<file path="config.mk">
export PLATFORM = sky130hd
export DESIGN_NAME = cache_fill_ctrl
export DESIGN_NICKNAME = d
export VERILOG_FILES = /design/src/rtl/cache_fill_ctrl.sv
export SDC_FILE = /design/constraint.sdc
export NUM_CORES = 1
export LEC_CHECK = 0
export ABC_AREA = 1
export CAP_MARGIN = 20
export CORE_MARGIN = 10
export CORE_UTILIZATION = 37
export DETAILED_ROUTE_END_ITERATION = 16
export PLACE_DENSITY_LB_ADDON = 0.2
export SLEW_MARGIN = 20
export SYNTH_ARGS = -nofsm -noshare
export SYNTH_HDL_FRONTEND = slang
export SYNTH_SLANG_ARGS = --single-unit
</file>
<file path="constraint.sdc">
create_clock -name clk -period 2.5 [get_ports clk]
set_input_delay 0.625 -clock clk [delete_from_list [all_inputs] [get_ports clk]]
set_output_delay 0.625 -clock clk [all_outputs]
set_load 0.05 [all_outputs]
</file>
<file path="src/rtl/cache_fill_ctrl.sv">
// ---------------------------------------------------------------------------
// cache_fill_ctrl
//
// Refills one cache block at a time for a split I/D cache from a multi-cycle
// main memory. A miss latches the block-aligned base address, issues one
// word read per cycle, and writes each returned word into the data array of
// the requesting side. The tag/valid strobe is raised together with the
// last data word. The D side has fixed priority over the I side.
//
// Ports
//   clk, rst              clock, synchronous active-high reset
//   miss_i, addr_i        I-cache miss request and byte address
//   miss_d, addr_d        D-cache miss request and byte address
//   mem_en, mem_addr      read request / address to main memory
//   mem_valid, mem_data   one returned word per cycle, in request order
//   busy_i, busy_d        stall outputs to each cache side
//   data_wen_i/_d         data-array write strobes
//   tag_wen_i/_d          tag/valid write strobes (with the last word)
//   word_idx              word slot within the block being written
//   fill_data             word being written (memory data passed through)
//   fill_base             block-aligned address of the current fill
// ---------------------------------------------------------------------------
module cache_fill_ctrl #(
  parameter int DATA_W = 16,
  parameter int WORDS  = 8,
  localparam int IW    = $clog2(WORDS),
  localparam int OFS   = IW + 1
) (
  input  logic              clk,
  input  logic              rst,
  input  logic              miss_i,
  input  logic [DATA_W-1:0] addr_i,
  input  logic              miss_d,
  input  logic [DATA_W-1:0] addr_d,
  output logic              mem_en,
  output logic [DATA_W-1:0] mem_addr,
  input  logic              mem_valid,
  input  logic [DATA_W-1:0] mem_data,
  output logic              busy_i,
  output logic              busy_d,
  output logic              data_wen_i,
  output logic              data_wen_d,
  output logic              tag_wen_i,
  output logic              tag_wen_d,
  output logic [IW-1:0]     word_idx,
  output logic [DATA_W-1:0] fill_data,
  output logic [DATA_W-1:0] fill_base
);

  localparam logic [1:0] IDLE   = 2'd0;
  localparam logic [1:0] FILL_I = 2'd1;
  localparam logic [1:0] FILL_D = 2'd2;

  localparam logic [IW:0]   IC_ONE  = (IW+1)'(1);
  localparam logic [IW-1:0] RC_ONE  = IW'(1);
  localparam logic [IW-1:0] RC_LAST = IW'(WORDS - 1);

  // Clears the block-offset bits of a byte address.
  localparam logic [DATA_W-1:0] BLOCK_MASK = {{(DATA_W-OFS){1'b1}}, {OFS{1'b0}}};

  logic [1:0]        state_reg, state_next;
  logic [DATA_W-1:0] base_reg,  base_next;
  logic [IW:0]       ic_reg,    ic_next;
  logic [IW-1:0]     rc_reg,    rc_next;

  logic              filling;
  logic              issuing;
  logic              word_in;
  logic              last_word;
  logic [DATA_W-1:0] issue_ofs;

  assign filling   = (state_reg != IDLE);
  // WORDS is a power of two, so ic < WORDS is simply "top bit clear".
  assign issuing   = filling && !ic_reg[IW];
  // mem_valid outside a fill (stray or late after reset) is ignored here.
  assign word_in   = filling && mem_valid;
  assign last_word = word_in && (rc_reg == RC_LAST);
  // Word-addressed memory behind a byte address: stride of 2 per word.
  assign issue_ofs = DATA_W'({ic_reg, 1'b0});

  // -------------------------------------------------------------------------
  // Next-state logic
  // -------------------------------------------------------------------------
  always_comb begin
    state_next = state_reg;
    base_next  = base_reg;
    ic_next    = ic_reg;
    rc_next    = rc_reg;
    case (state_reg)
      IDLE: begin
        // D side wins a simultaneous miss; I is picked up from IDLE later.
        if (miss_d) begin
          state_next = FILL_D;
          base_next  = addr_d & BLOCK_MASK;
          ic_next    = '0;
          rc_next    = '0;
        end else if (miss_i) begin
          state_next = FILL_I;
          base_next  = addr_i & BLOCK_MASK;
          ic_next    = '0;
          rc_next    = '0;
        end
      end
      FILL_I, FILL_D: begin
        if (issuing) begin
          ic_next = ic_reg + IC_ONE;
        end
        // Completion is counted from returned words only; the miss lines
        // are not looked at once a fill has started.
        if (word_in) begin
          rc_next = rc_reg + RC_ONE;
          if (last_word) begin
            state_next = IDLE;
          end
        end
      end
      default: begin
        state_next = IDLE;
      end
    endcase
  end

  always_ff @(posedge clk) begin
    if (rst) begin
      state_reg <= IDLE;
      base_reg  <= '0;
      ic_reg    <= '0;
      rc_reg    <= '0;
    end else begin
      state_reg <= state_next;
      base_reg  <= base_next;
      ic_reg    <= ic_next;
      rc_reg    <= rc_next;
    end
  end

  // -------------------------------------------------------------------------
  // Outputs
  // -------------------------------------------------------------------------
  assign mem_en     = issuing;
  assign mem_addr   = issuing ? (base_reg + issue_ofs) : '0;

  assign data_wen_i = mem_valid && (state_reg == FILL_I);
  assign data_wen_d = mem_valid && (state_reg == FILL_D);
  assign tag_wen_i  = data_wen_i && (rc_reg == RC_LAST);
  assign tag_wen_d  = data_wen_d && (rc_reg == RC_LAST);

  // The miss term drops in the tag cycle so the cache can proceed on the
  // very next edge, even though the state is still FILL_x during that cycle.
  assign busy_i     = (state_reg == FILL_I) || (miss_i && !tag_wen_i);
  assign busy_d     = (state_reg == FILL_D) || (miss_d && !tag_wen_d);

  assign word_idx   = rc_reg;
  assign fill_data  = mem_data;
  assign fill_base  = base_reg;

endmodule

</file>
Word-level counts from Yosys, hierarchy flattened
Cells that the tools add are included.

word-level totals
  bits in read-only memories = 0
  output and inout port bits = 58
  input bits = 53
  memories kept = 0
  register bits = 25
  latch bits = 0
  RAM bits = 0
  logic and storage cells = 53

cells by class
  multiply operators = 0
  equal/unequal tests = 7
  bitwise logic cells = 0
  div/mod/pow operators = 0
  reductions and logical operators = 23
  $lt $le $gt $ge = 0
  $add $sub $neg = 3
  shifts and indexed selects = 0
  multiplexer cells = 16

operators with widths
  kind                   number
  $mux W16               3
  $add A16 B5 Y16        1
  $mux W4                3
  $logic_and A1 B1 Y1    9
  $mux W3                3
  $reduce_and A3 Y1      3
  $mux W2                4
  $pmux W4 S2            1
  $ne A2 B2 Y1 const B   3
  $pmux W3 S2            1
  $reduce_bool A2 Y1     3
  $add A4 B1 Y4 const B  1
  $pmux W2 S2            1
  $add A3 B1 Y3 const B  1
  $eq A3 B3 Y1 const B   1
  $logic_not A1 Y1       3
  $ne A3 B3 Y1 const B   1
  $eq A2 B1 Y1 const B   1
  $eq A2 B2 Y1 const B   1
  $logic_not A2 Y1       1
  $logic_or A1 B1 Y1     2
  $reduce_and A2 Y1      1
  $reduce_or A2 Y1       1

Longest topological paths before layout
  word-level depth = 6
  mapped depth = 9
  gate-level depth less buffers = 9

Worst setup path after synthesis
OpenSTA, ideal clock, no wires.

  path type = register -> output
  start point = register base_reg[4], in the netlist fill_base[4]
  end point = output port mem_addr[10]
  stages on the path, launching flop included = 6
  required time = 1.875 ns
  data arrival time = 2.310 ns
  slack = -0.435 ns
  path buffers = 0
  cell sequence = dfxtp_1 ha_1 nand3_1 nor2_1 nor2_1 nor3_1

on the way
  cells in the longest elaborated chain, start to end = 2

RTL lines
  element                 RTL line  source
  from (decl)             62        logic [DATA_W-1:0] base_reg, base_next;
  from (signal assigned)  131       base_reg <= base_next;
  $add A16 B5 Y16         141       assign mem_addr = issuing ? (base_reg + issue_ofs) : '0;
  $mux W16                141
  to (decl)               36        output logic [DATA_W-1:0] mem_addr,

Every way passes these cells.

Worst setup path after layout
  start point = input port mem_valid
  end point = output port busy_i

on the way
  cells in the longest elaborated chain, start to end = 5

RTL lines
  element              RTL line  source
  from (decl)          37        input logic mem_valid,
  $logic_and A1 B1 Y1  143       assign data_wen_i = mem_valid && (state_reg == FILL_I);
  $logic_and A1 B1 Y1  145       assign tag_wen_i = data_wen_i && (rc_reg == RC_LAST);
  $logic_not A1 Y1     150       assign busy_i = (state_reg == FILL_I) || (miss_i && !tag_wen_i);
  $logic_and A1 B1 Y1  150
  $logic_or A1 B1 Y1   150
  to (decl)            39        output logic busy_i,

Every way passes these cells.

==> impl_metrics.toml <==
[floorplanning]
rows = 23
die_w_microns = 84.4
dieArea_sq_um = 7130
initial_core_util_pct = 38.4
core_sq_um = 4000
die_h_microns = 84.4
ios = 111

[layout]
syn2layout_area_growth_pct = 57.4
finalNetCount = 355
multi_input_area_sq_um = 895
drive_gt1_share_pct = 17.4
seq_area_sq_um = 422
n_antenna_cell = 0
fin_area_sq_um = 2420
largest_reg_flops = 12
nFillCells = 361

[sta]
tns_ps = 0
clock_skew_ps = 5.84
finalCriticalPeriod_ps = 2330
tightest_slew_ps = 520
drv_slew = 0
rsz0062_at_grt = "no"
final-setup-viol-count = 0
max_freq_mhz = 430
fin_crit_sh_pct = 93.1
finalHoldViolations = 0
relSlewSlack_pct = 65.2

[worst_setup_path]
reg2reg_slack_ps = 940
cp-startpoint = "mem_valid"
required_ps = 1880
r2r-start = "state_reg[0]"
ff2ff_path_depth = 7
cp-endpoint = "busy_i"
path_class = "input port to output port"
arrival_ps = 1700
reg2reg_to = "fill_base[9]"
slowest_stage = "clkdlybuf4s50_1"
endpoint_kind = "output port"
start_kind = "input port"
path_cells = "clkdlybuf4s50_1 > nand2_1 > nor2_2 > o21bai_2 > buf_12"
path_max_fanout = 4
critPathMaxStageDelay_ps = 540

[logic_synthesis]
syn-mean-instance-area_sq_um = 6.29
netlist_instances = 244
synth_top_area_share_pct = 27.4
ys_ff_latch = 21
synth.area.top_cells = "dfxtp_1 (27%), nand2_1 (17%), buf_4 (11%)"
yosysSeqAreaShare_pct = 27.4
yosysWarnings = 0
synth.distinct_cells = 21
synth_area_sq_um = 1540
synth.largest_area_cell = "dfxtp_1"

[clock_network]
cts_tree = "yes"
cts.sinks = 21
cts-hold-fix-buffers = 0
clockBufferDepth = 2
cts_max_level = 1
path_clk_slew_ps = 80
cts-root-buf = "clkbuf_8"
post_cts_buffers = 0
clock_latency_ps = 260
cts_buffers = 3

[grt]
met3_usage_pct = 2.80
grt_usage_pct = 12.9
use_met1_pct = 15.5
antenna_found_initial = 0
grt_use_met2_pct = 22.8
grt_pass1_vias = 1601
gr-max-usage-layer = "met2"
grt_max_degree = 16
grt_pass1_wl_mm = 7.93
overflow = 0

[pwr]
peakVddDrop_mv = 0.541
combPwrFrac_pct = 68.6
leakage_nw = 1.02
clkPwrFrac_pct = 9.3
powerDensity_nw_per_um2 = 1020
share_seq_of_total_power_pct = 22.1
p_sw_share_pct = 52.3
p_int_mw = 1.18
switching_power_mw = 1.29

[place]
placed_cell_area_sq_um = 2360
dpl.hpwl_mm = 3.83
place_congestion = 0.809
port_buffers = 65

[route]
firstDrtPassIters = 4
drc_errors = 0
num_vias = 1645
drt-total-wl_mm = 4.67
vias_per_cell = 4.80
avgRoutedWirePerCell_microns = 13.6
ant_nets = 0
first_iter_violations = 83

[run_status]
outcome = "finished, final reports clean"

[job]
max_cap_viol_count = 0

[min_path]
min_path_type = "flip-flop to flip-flop"
min_from = "ic_reg[0]"
cells in the final DEF, fill, tap and decap left out, types with 4 or more instances in the layout:
cell             count
inv_1               27
ha_1                 7
a21oi_1             11
a31oi_1             13
conb_1               5
o21ai_1              9
buf_4                6
nor2_2               8
buf_12              20
nor3_2               4
nor2_1              15
dfxtp_1             20
nand3_1             12
o21ai_0              7
clkdlybuf4s50_1     43
nand2_1             68
synth_stat cells (all sizes together):
cell type and n:
nor2 23, a31oi 13, ha 8, inv 27
nand3b 2, nor3 5, o21ai 16, dfxtp 21
o21bai 1, conb 1, buf 27, a21oi 13
nand4 2, nand3 12, or2 1, clkbuf 2
nand2 70
routing by layer:
layer,vias up,part of all wire (%)
li1,862,-
met3,4,5.6
met4,0,0.77
met5,-,0
met2,40,50
met1,739,43
power by group through the flow:
stage	Combinational, mW	Clock, mW	Sequential (mW)
detailed placement	1.68	0	0.550
global placement	1.67	0	0.547
finish	1.69	0.229	0.545
global route	1.83	0.250	0.561
floorplan	0.885	0	0.784
CTS	1.69	0.234	0.543
critical path, delay by kind of cell:
kind	cells	cell delay, ps
AOI/OAI and AO/OA	1	100
and+or+nand+nor	2	290
buffers and inverters	2	690
cell families after synthesis:
group,synth area share (%)
buf+inv,19.5
simple gates,31.1
other cells,0.244
flops,27.4
fa+ha+maj,6.52
compound gates,15.2
final cells by class:
| class | instances | area share (%) |
|---|---|---|
| clock buffers | 3 | 1.71 |
| multi-input cells | 171 | 37.0 |
| repair buffers | 70 | 36.7 |
| clock inverters | 1 | 0.311 |
| well taps | 50 | 2.59 |
| inverters | 27 | 4.19 |
| flip-flops and latches | 21 | 17.5 |
per-stage QoR:
step	std cells	worst slack (ps)	power [mW]	utilization, %	hold slack (ps)
3_5_place_dp	339	168	2.23	58.9	478
3_3_place_gp	339	206	2.22	58.9	476
6_report	343	173	2.47	60.4	492
4_1_cts	343	86.3	2.47	60.1	498
2_1_floorplan	248	1.22	1.67	-	456
5_1_grt	343	46.1	2.64	60.4	533
worst min-delay path by stage:
stage                        end  slack (ps)  cells after the start
floorplan           state_reg[1]         460                      2
global placement       ic_reg[0]         480                      3
detailed placement     ic_reg[0]         480                      3
CTS                    ic_reg[0]         500                      3
global route           ic_reg[0]         530                      3
finish                 ic_reg[0]         490                      3
repair_timing:
action | in CTS | in global routing
endpoints found under the hold margin | 0 | 0
gates resized for setup | 0 | 4
setup endpoints to repair | 0 | 4
Note: power is estimated with default switching activity, not from simulation.
